File: src/rtl/mul_unit_if.sv
// Issue-side and writeback-side signals of the multiply unit, bundled so the
// unit (slave) and its neighbours or a bench (master) share one port list.
interface mul_unit_if;
    logic        iss_mul_oper;
    logic [31:0] iss_ex_rega;
    logic [31:0] iss_ex_regb;
    logic [2:0]  iss_ex_funct3;
    logic [4:0]  iss_ex_regdest;
    logic        iss_ex_writereg;
    logic        wb_mul_ready;

    logic        mul_wb_valid;
    logic [31:0] mul_wb_data;
    logic [4:0]  mul_wb_regdest;
    logic        mul_wb_writereg;
    logic        mul_stall;
    logic        mul_sb_release;
    logic [4:0]  mul_sb_addr;
    logic        mul_busy;

    modport slave (
        input  iss_mul_oper, iss_ex_rega, iss_ex_regb, iss_ex_funct3,
               iss_ex_regdest, iss_ex_writereg, wb_mul_ready,
        output mul_wb_valid, mul_wb_data, mul_wb_regdest, mul_wb_writereg,
               mul_stall, mul_sb_release, mul_sb_addr, mul_busy
    );

    modport master (
        output iss_mul_oper, iss_ex_rega, iss_ex_regb, iss_ex_funct3,
               iss_ex_regdest, iss_ex_writereg, wb_mul_ready,
        input  mul_wb_valid, mul_wb_data, mul_wb_regdest, mul_wb_writereg,
               mul_stall, mul_sb_release, mul_sb_addr, mul_busy
    );
endinterface

File: src/rtl/mul_unit.sv
// Fixed-latency RV32M multiply unit: the result is formed as an op enters slot 0
// and then travels STAGES slots to the tail, which drives writeback directly.
module mul_unit #(
    parameter int STAGES = 4
) (
    input  logic      clock,
    input  logic      reset,
    mul_unit_if.slave bus
);
    localparam int TAIL = STAGES - 1;

    logic [STAGES-1:0] valid_q, valid_d;
    logic [STAGES-1:0] writereg_q, writereg_d;
    logic [31:0]       data_q     [STAGES];
    logic [31:0]       data_d     [STAGES];
    logic [4:0]        regdest_q  [STAGES];
    logic [4:0]        regdest_d  [STAGES];

    logic        stall;
    logic        retire;
    logic        rs1_signed;
    logic        rs2_signed;
    logic [63:0] a_wide;
    logic [63:0] b_wide;
    logic [63:0] product;
    logic [31:0] result;

    // Extending straight to 64 bits gives the same low 64 product bits as a
    // 33-bit signed extension followed by a 66-bit multiply.
    always_comb begin
        rs1_signed = (bus.iss_ex_funct3[1:0] != 2'b11);
        rs2_signed = (bus.iss_ex_funct3[1:0] == 2'b00) || (bus.iss_ex_funct3[1:0] == 2'b01);
        a_wide     = {{32{rs1_signed & bus.iss_ex_rega[31]}}, bus.iss_ex_rega};
        b_wide     = {{32{rs2_signed & bus.iss_ex_regb[31]}}, bus.iss_ex_regb};
        product    = a_wide * b_wide;
        result     = '0;
        if (!bus.iss_ex_funct3[2]) begin
            result = (bus.iss_ex_funct3[1:0] == 2'b00) ? product[31:0] : product[63:32];
        end
    end

    assign stall  = valid_q[TAIL] & ~bus.wb_mul_ready;
    assign retire = valid_q[TAIL] & bus.wb_mul_ready;

    // Whole pipe advances together; a stall freezes every slot and drops the issue.
    always_comb begin
        valid_d    = valid_q;
        writereg_d = writereg_q;
        data_d     = data_q;
        regdest_d  = regdest_q;
        if (!stall) begin
            for (int i = TAIL; i > 0; i--) begin
                valid_d[i]    = valid_q[i-1];
                writereg_d[i] = writereg_q[i-1];
                data_d[i]     = data_q[i-1];
                regdest_d[i]  = regdest_q[i-1];
            end
            valid_d[0]    = bus.iss_mul_oper;
            data_d[0]     = bus.iss_mul_oper ? result : 32'h0;
            regdest_d[0]  = bus.iss_mul_oper ? bus.iss_ex_regdest : 5'd0;
            writereg_d[0] = bus.iss_mul_oper & bus.iss_ex_writereg & (bus.iss_ex_regdest != 5'd0);
        end
    end

    always_ff @(posedge clock) begin
        if (reset) begin
            valid_q    <= '0;
            writereg_q <= '0;
            for (int i = 0; i < STAGES; i++) begin
                data_q[i]    <= '0;
                regdest_q[i] <= '0;
            end
        end else begin
            valid_q    <= valid_d;
            writereg_q <= writereg_d;
            data_q     <= data_d;
            regdest_q  <= regdest_d;
        end
    end

    // writereg is already cleared for x0 at entry, so it alone qualifies the release.
    assign bus.mul_wb_valid    = valid_q[TAIL];
    assign bus.mul_wb_data     = valid_q[TAIL] ? data_q[TAIL] : 32'h0;
    assign bus.mul_wb_regdest  = valid_q[TAIL] ? regdest_q[TAIL] : 5'd0;
    assign bus.mul_wb_writereg = valid_q[TAIL] & writereg_q[TAIL];
    assign bus.mul_stall       = stall;
    assign bus.mul_sb_release  = retire & writereg_q[TAIL];
    assign bus.mul_sb_addr     = retire ? regdest_q[TAIL] : 5'd0;
    assign bus.mul_busy        = |valid_q;
endmodule

File: src/flat_wrapper.sv
// flat-port wrapper written by rule: the top's interface ports become plain ports
module mul_unit_flat 
#(
    parameter int STAGES = 4
)
  (clock, reset, bus_iss_mul_oper, bus_iss_ex_rega, bus_iss_ex_regb, bus_iss_ex_funct3, bus_iss_ex_regdest, bus_iss_ex_writereg, bus_wb_mul_ready, bus_mul_wb_valid, bus_mul_wb_data, bus_mul_wb_regdest, bus_mul_wb_writereg, bus_mul_stall, bus_mul_sb_release, bus_mul_sb_addr, bus_mul_busy);
  mul_unit_if bus_i ();
  input  logic clock;
  input  logic reset;
  input wire logic [$bits(bus_i.iss_mul_oper)-1:0] bus_iss_mul_oper;
  input wire logic [$bits(bus_i.iss_ex_rega)-1:0] bus_iss_ex_rega;
  input wire logic [$bits(bus_i.iss_ex_regb)-1:0] bus_iss_ex_regb;
  input wire logic [$bits(bus_i.iss_ex_funct3)-1:0] bus_iss_ex_funct3;
  input wire logic [$bits(bus_i.iss_ex_regdest)-1:0] bus_iss_ex_regdest;
  input wire logic [$bits(bus_i.iss_ex_writereg)-1:0] bus_iss_ex_writereg;
  input wire logic [$bits(bus_i.wb_mul_ready)-1:0] bus_wb_mul_ready;
  output wire logic [$bits(bus_i.mul_wb_valid)-1:0] bus_mul_wb_valid;
  output wire logic [$bits(bus_i.mul_wb_data)-1:0] bus_mul_wb_data;
  output wire logic [$bits(bus_i.mul_wb_regdest)-1:0] bus_mul_wb_regdest;
  output wire logic [$bits(bus_i.mul_wb_writereg)-1:0] bus_mul_wb_writereg;
  output wire logic [$bits(bus_i.mul_stall)-1:0] bus_mul_stall;
  output wire logic [$bits(bus_i.mul_sb_release)-1:0] bus_mul_sb_release;
  output wire logic [$bits(bus_i.mul_sb_addr)-1:0] bus_mul_sb_addr;
  output wire logic [$bits(bus_i.mul_busy)-1:0] bus_mul_busy;
  assign bus_i.iss_mul_oper = bus_iss_mul_oper;
  assign bus_i.iss_ex_rega = bus_iss_ex_rega;
  assign bus_i.iss_ex_regb = bus_iss_ex_regb;
  assign bus_i.iss_ex_funct3 = bus_iss_ex_funct3;
  assign bus_i.iss_ex_regdest = bus_iss_ex_regdest;
  assign bus_i.iss_ex_writereg = bus_iss_ex_writereg;
  assign bus_i.wb_mul_ready = bus_wb_mul_ready;
  assign bus_mul_wb_valid = bus_i.mul_wb_valid;
  assign bus_mul_wb_data = bus_i.mul_wb_data;
  assign bus_mul_wb_regdest = bus_i.mul_wb_regdest;
  assign bus_mul_wb_writereg = bus_i.mul_wb_writereg;
  assign bus_mul_stall = bus_i.mul_stall;
  assign bus_mul_sb_release = bus_i.mul_sb_release;
  assign bus_mul_sb_addr = bus_i.mul_sb_addr;
  assign bus_mul_busy = bus_i.mul_busy;
  mul_unit #(.STAGES(STAGES)) u_core (.clock(clock), .reset(reset), .bus(bus_i));
endmodule
File: config.mk
export PLATFORM = sky130hd
export DESIGN_NAME = mul_unit_flat
export DESIGN_NICKNAME = d
export VERILOG_FILES = /design/src/rtl/mul_unit_if.sv /design/src/rtl/mul_unit.sv /design/src/flat_wrapper.sv
export SDC_FILE = /design/constraint.sdc
export NUM_CORES = 2
export LEC_CHECK = 0
export BUFFER_PORTS_ARGS = -buffer_cell sky130_fd_sc_hd__buf_2
export CAP_MARGIN = 20
export CORE_ASPECT_RATIO = 0.7
export CORE_UTILIZATION = 39
export CTS_BUF_LIST = sky130_fd_sc_hd__clkbuf_8
export DETAILED_ROUTE_END_ITERATION = 6
export PLACE_DENSITY = 0.54
export SETUP_SLACK_MARGIN = 0.15
export SLEW_MARGIN = 5
export SYNTH_ARGS = -nofsm -noshare
export SYNTH_HDL_FRONTEND = slang
export SYNTH_SLANG_ARGS = --single-unit
File: constraint.sdc
create_clock -name clock -period 11 [get_ports clock]
set_input_delay 1.1 -clock clock [delete_from_list [all_inputs] [get_ports clock]]
set_output_delay 1.1 -clock clock [all_outputs]
set_load 0.02 [all_outputs]
==> results.py <==
metrics = {
    "timing": {
        "aggregate_negative_setup_slack_ns": 0,
        "rsz0062_at_grt": "false",
        "timing.fmax_mhz": 111,
        "min_period_over_period": 0.821,
        "final_max_slew_viol_count": 0,
        "min_tclk_post_route_ns": 9.04,
        "worst_slew_pin_slew_ns": 1.08,
        "finalHoldViolCount": 0,
        "slew_headroom": 0.280,
        "final_setup_violation_count": 0,
        "fin_skew_ns": 0.0189,
    },
    "synthesis": {
        "post_synth_instance_area_sq_um": 43600,
        "top_reg_cell_synth": "sky130_fd_sc_hd__dfxtp_1",
        "netlist.top_cell.by_area": "sky130_fd_sc_hd__fa_1",
        "synth_compound_area_frac": 0.0539,
        "synth.net_count": 6327,
        "synth_top_area_share": 0.516,
        "synth_top_cells_by_count": "sky130_fd_sc_hd__fa_1, sky130_fd_sc_hd__inv_1, sky130_fd_sc_hd__nand2_1",
        "async_flop_share": 0,
        "syn_area_per_cell_sq_um": 8.88,
        "syn-instance-count": 4913,
        "synth_simple_gate_area_share": 0.165,
        "main_combinational_cell_family_by_area_after_synthesis": "adder cells",
        "synth_adder_area_share": 0.577,
        "synth-xor-area-share": 0.0141,
        "synth-edff-count": 0,
        "synth.top_cells.by_area": "sky130_fd_sc_hd__fa_1, sky130_fd_sc_hd__inv_1, sky130_fd_sc_hd__nand2_1",
        "yosysMostFrequentCell": "sky130_fd_sc_hd__fa_1",
        "synth_cell_types": 68,
        "portion_of_the_post_synthesis_area_used_by_sequential_elements": 0.0716,
        "ys_seq_elements": 156,
        "synth.area.mux_share": 0.000688,
        "total_number_of_yosys_warnings": 0,
    },
    "clock_tree": {
        "cts-buffers-inserted": 17,
        "cts_tree": "yes",
        "count_of_instances_resized_after_the_clock_tree_is_built": 0,
        "cts-hold-fix-buffers": 0,
        "clock_sink_count": 156,
        "htree_levels": 4,
        "cts.path.max_buffers": 2,
        "worstSkewPairLatency_ns": 0.47,
        "cts.reportedPaths.clkPinSlew_ns": 0.09,
        "clockRootBuffer": "sky130_fd_sc_hd__clkbuf_8",
        "post-cts-setup-buffer-count": 0,
    },
    "setup_path": {
        "critPathRequiredTime_ns": 11.31,
        "criticalPathCategory": "in -> reg",
        "crit_path_start_kind": "primary input",
        "critPathMaxFanout": 12,
        "arrival_ns": 9.35,
        "critical_path.endpoint_type": "flip-flop",
    },
    "detailed_routing": {
        "routed_via_density": 4.97,
        "routed_wire_length_per_instance_um": 19.6,
        "total_number_of_vias": 31300,
        "drc": 0,
        "drt_pre_antenna_iters": 5,
        "postRouteWirelength_um": 123000,
        "iter_0_drt_violations": 2263,
        "antenna_left": 0,
    },
    "die": {
        "core_area_sq_um": 111000,
        "horizontal_die_dimension_um": 402,
        "floorplan.die.height_um": 282,
        "die_area_sq_um": 113000,
        "initial_core_util": 0.394,
        "io_pins": 124,
        "rows": 102,
    },
    "job": {
        "timing.max_cap.violations": 0,
    },
    "status": {
        "status": "finished, final reports clean",
    },
    "layout": {
        "layout.nets": 6234,
        "final.fill_count": 11200,
        "synthToLayoutAreaGrowth_pct": 4.98,
        "drive_gt1_frac": 0.0466,
    },
    "grt": {
        "vias_in_the_first_global_route": 33800,
        "grt_remaining_overflow": 0,
        "global_route_wire_length_before_repair_um": 198000,
        "grt_antenna_before_repair": 7,
        "grt_usage": 0.228,
        "grt_max_degree": 86,
    },
    "place": {
        "place.detailed.hpwl_um": 102000,
        "port-buffer-count": 123,
        "place.gp.congestion": 0.898,
    },
    "min_path": {
        "hp-class": "reg -> reg",
    },
}
[state kept, by name, summed over array words and instances (netlist names)]
register           count
u_core.valid_q         4
u_core.writereg_q      4
u_core.regdest_q      20
u_core.data_q        128
[per-layer routing]
| metal | GRT usage | part of all wire | up-vias |
|---|---|---|---|
| li1 | - | - | 14100 |
| met1 | 0.350 | 0.50 | 16200 |
| met2 | 0.334 | 0.41 | 926 |
| met3 | 0.0478 | 0.079 | 81 |
| met4 | 0.0303 | 0.011 | 2 |
| met5 | 0 | 0.00011 | - |
[cell usage in the layout (no fill, tap or decap), types with 16 or more instances in the layout]
cell / synthesis / layout
sky130_fd_sc_hd__a21oi_1: 194 / 194
sky130_fd_sc_hd__nand3_1: 23 / 23
sky130_fd_sc_hd__xor2_1: 27 / 27
sky130_fd_sc_hd__buf_2: 12 / 122
sky130_fd_sc_hd__a22oi_1: 16 / 16
sky130_fd_sc_hd__o21ai_0: 40 / 40
sky130_fd_sc_hd__and2_1: 366 / 366
sky130_fd_sc_hd__fa_1: 1125 / 1125
sky130_fd_sc_hd__nand2_1: 1034 / 1034
sky130_fd_sc_hd__buf_4: 0 / 42
sky130_fd_sc_hd__clkbuf_8: 0 / 18
sky130_fd_sc_hd__nor2_1: 84 / 84
sky130_fd_sc_hd__inv_1: 1090 / 1090
sky130_fd_sc_hd__xnor2_1: 43 / 43
sky130_fd_sc_hd__dfxtp_1: 156 / 156
sky130_fd_sc_hd__nand4_1: 17 / 17
sky130_fd_sc_hd__ha_1: 212 / 212
sky130_fd_sc_hd__a21o_1: 29 / 29
[cell type report]
type | instances | area, sq um | share of cell area
Multi-Input combinational cell | 3388 | 35400 | 0.772
Clock inverter | 14 | 173 | 0.00377
Sequential cell | 156 | 3120 | 0.0682
Antenna cell | 5 | 12.5 | 0.000273
Timing Repair Buffer | 166 | 961 | 0.0210
Clock buffer | 18 | 248 | 0.00541
Tap cell | 1456 | 1820 | 0.0398
Inverter | 1091 | 4100 | 0.0895
[stage by stage]
stage	hold WS (ns)	cell area, sq um	instances	setup WS (ns)	util
5_1_grt	0.471	45800	6291	1.55	0.413
6_report	0.452	45800	6294	1.96	0.413
2_1_floorplan	0.425	43600	4913	2.38	-
4_1_cts	0.455	45800	6288	1.99	0.413
3_5_place_dp	0.442	45300	6256	1.51	0.409
3_3_place_gp	0.440	45300	6256	1.57	0.409
[critical path: stages]
cell and delay [ns]:
sky130_fd_sc_hd__buf_2 0.18, sky130_fd_sc_hd__a21boi_2 0.62, sky130_fd_sc_hd__nand2_1 0.20, sky130_fd_sc_hd__inv_1 0.17
sky130_fd_sc_hd__fa_1 0.51, sky130_fd_sc_hd__fa_1 0.64, sky130_fd_sc_hd__fa_1 0.53, sky130_fd_sc_hd__fa_1 0.58
sky130_fd_sc_hd__inv_1 0.51, sky130_fd_sc_hd__fa_1 0.55, sky130_fd_sc_hd__fa_1 0.57, sky130_fd_sc_hd__fa_1 0.44
sky130_fd_sc_hd__fa_1 0.50, sky130_fd_sc_hd__inv_1 0.04, sky130_fd_sc_hd__ha_1 0.43, sky130_fd_sc_hd__nand4_1 0.20
sky130_fd_sc_hd__or3b_4 0.44, sky130_fd_sc_hd__nand2b_4 0.16, sky130_fd_sc_hd__o221ai_2 0.16, sky130_fd_sc_hd__nor3_1 0.07
sky130_fd_sc_hd__o41a_1 0.17, sky130_fd_sc_hd__o31a_1 0.36, sky130_fd_sc_hd__nand4_1 0.10, sky130_fd_sc_hd__o221ai_1 0.11
[path summary, 6_finish.rpt]
kind / cells after the start / from / slack [ns] / to
worst min register to register: 2 / u_core.data_q[19] / 0.45 / u_core.data_q[19]
worst min-delay path: 2 / u_core.data_q[19] / 0.45 / u_core.data_q[19]
worst max register to register: 10 / u_core.valid_q[3] / 7.52 / u_core.data_q[125]
worst max-delay path: 24 / bus_iss_ex_funct3[0] / 1.96 / u_core.data_q[123]
[logic make-up after synthesis]
family	Yosys count
AOI/OAI and AO/OA	384
adders and majority gates	1337
xor gates and xnor gates	70
muxes	3
DFF	156
buffers and inverters	1369
and+or+nand+nor	1594
Power is not shown: default switching activity piles up to over one toggle a cycle in this logic, so the estimate is an artifact.
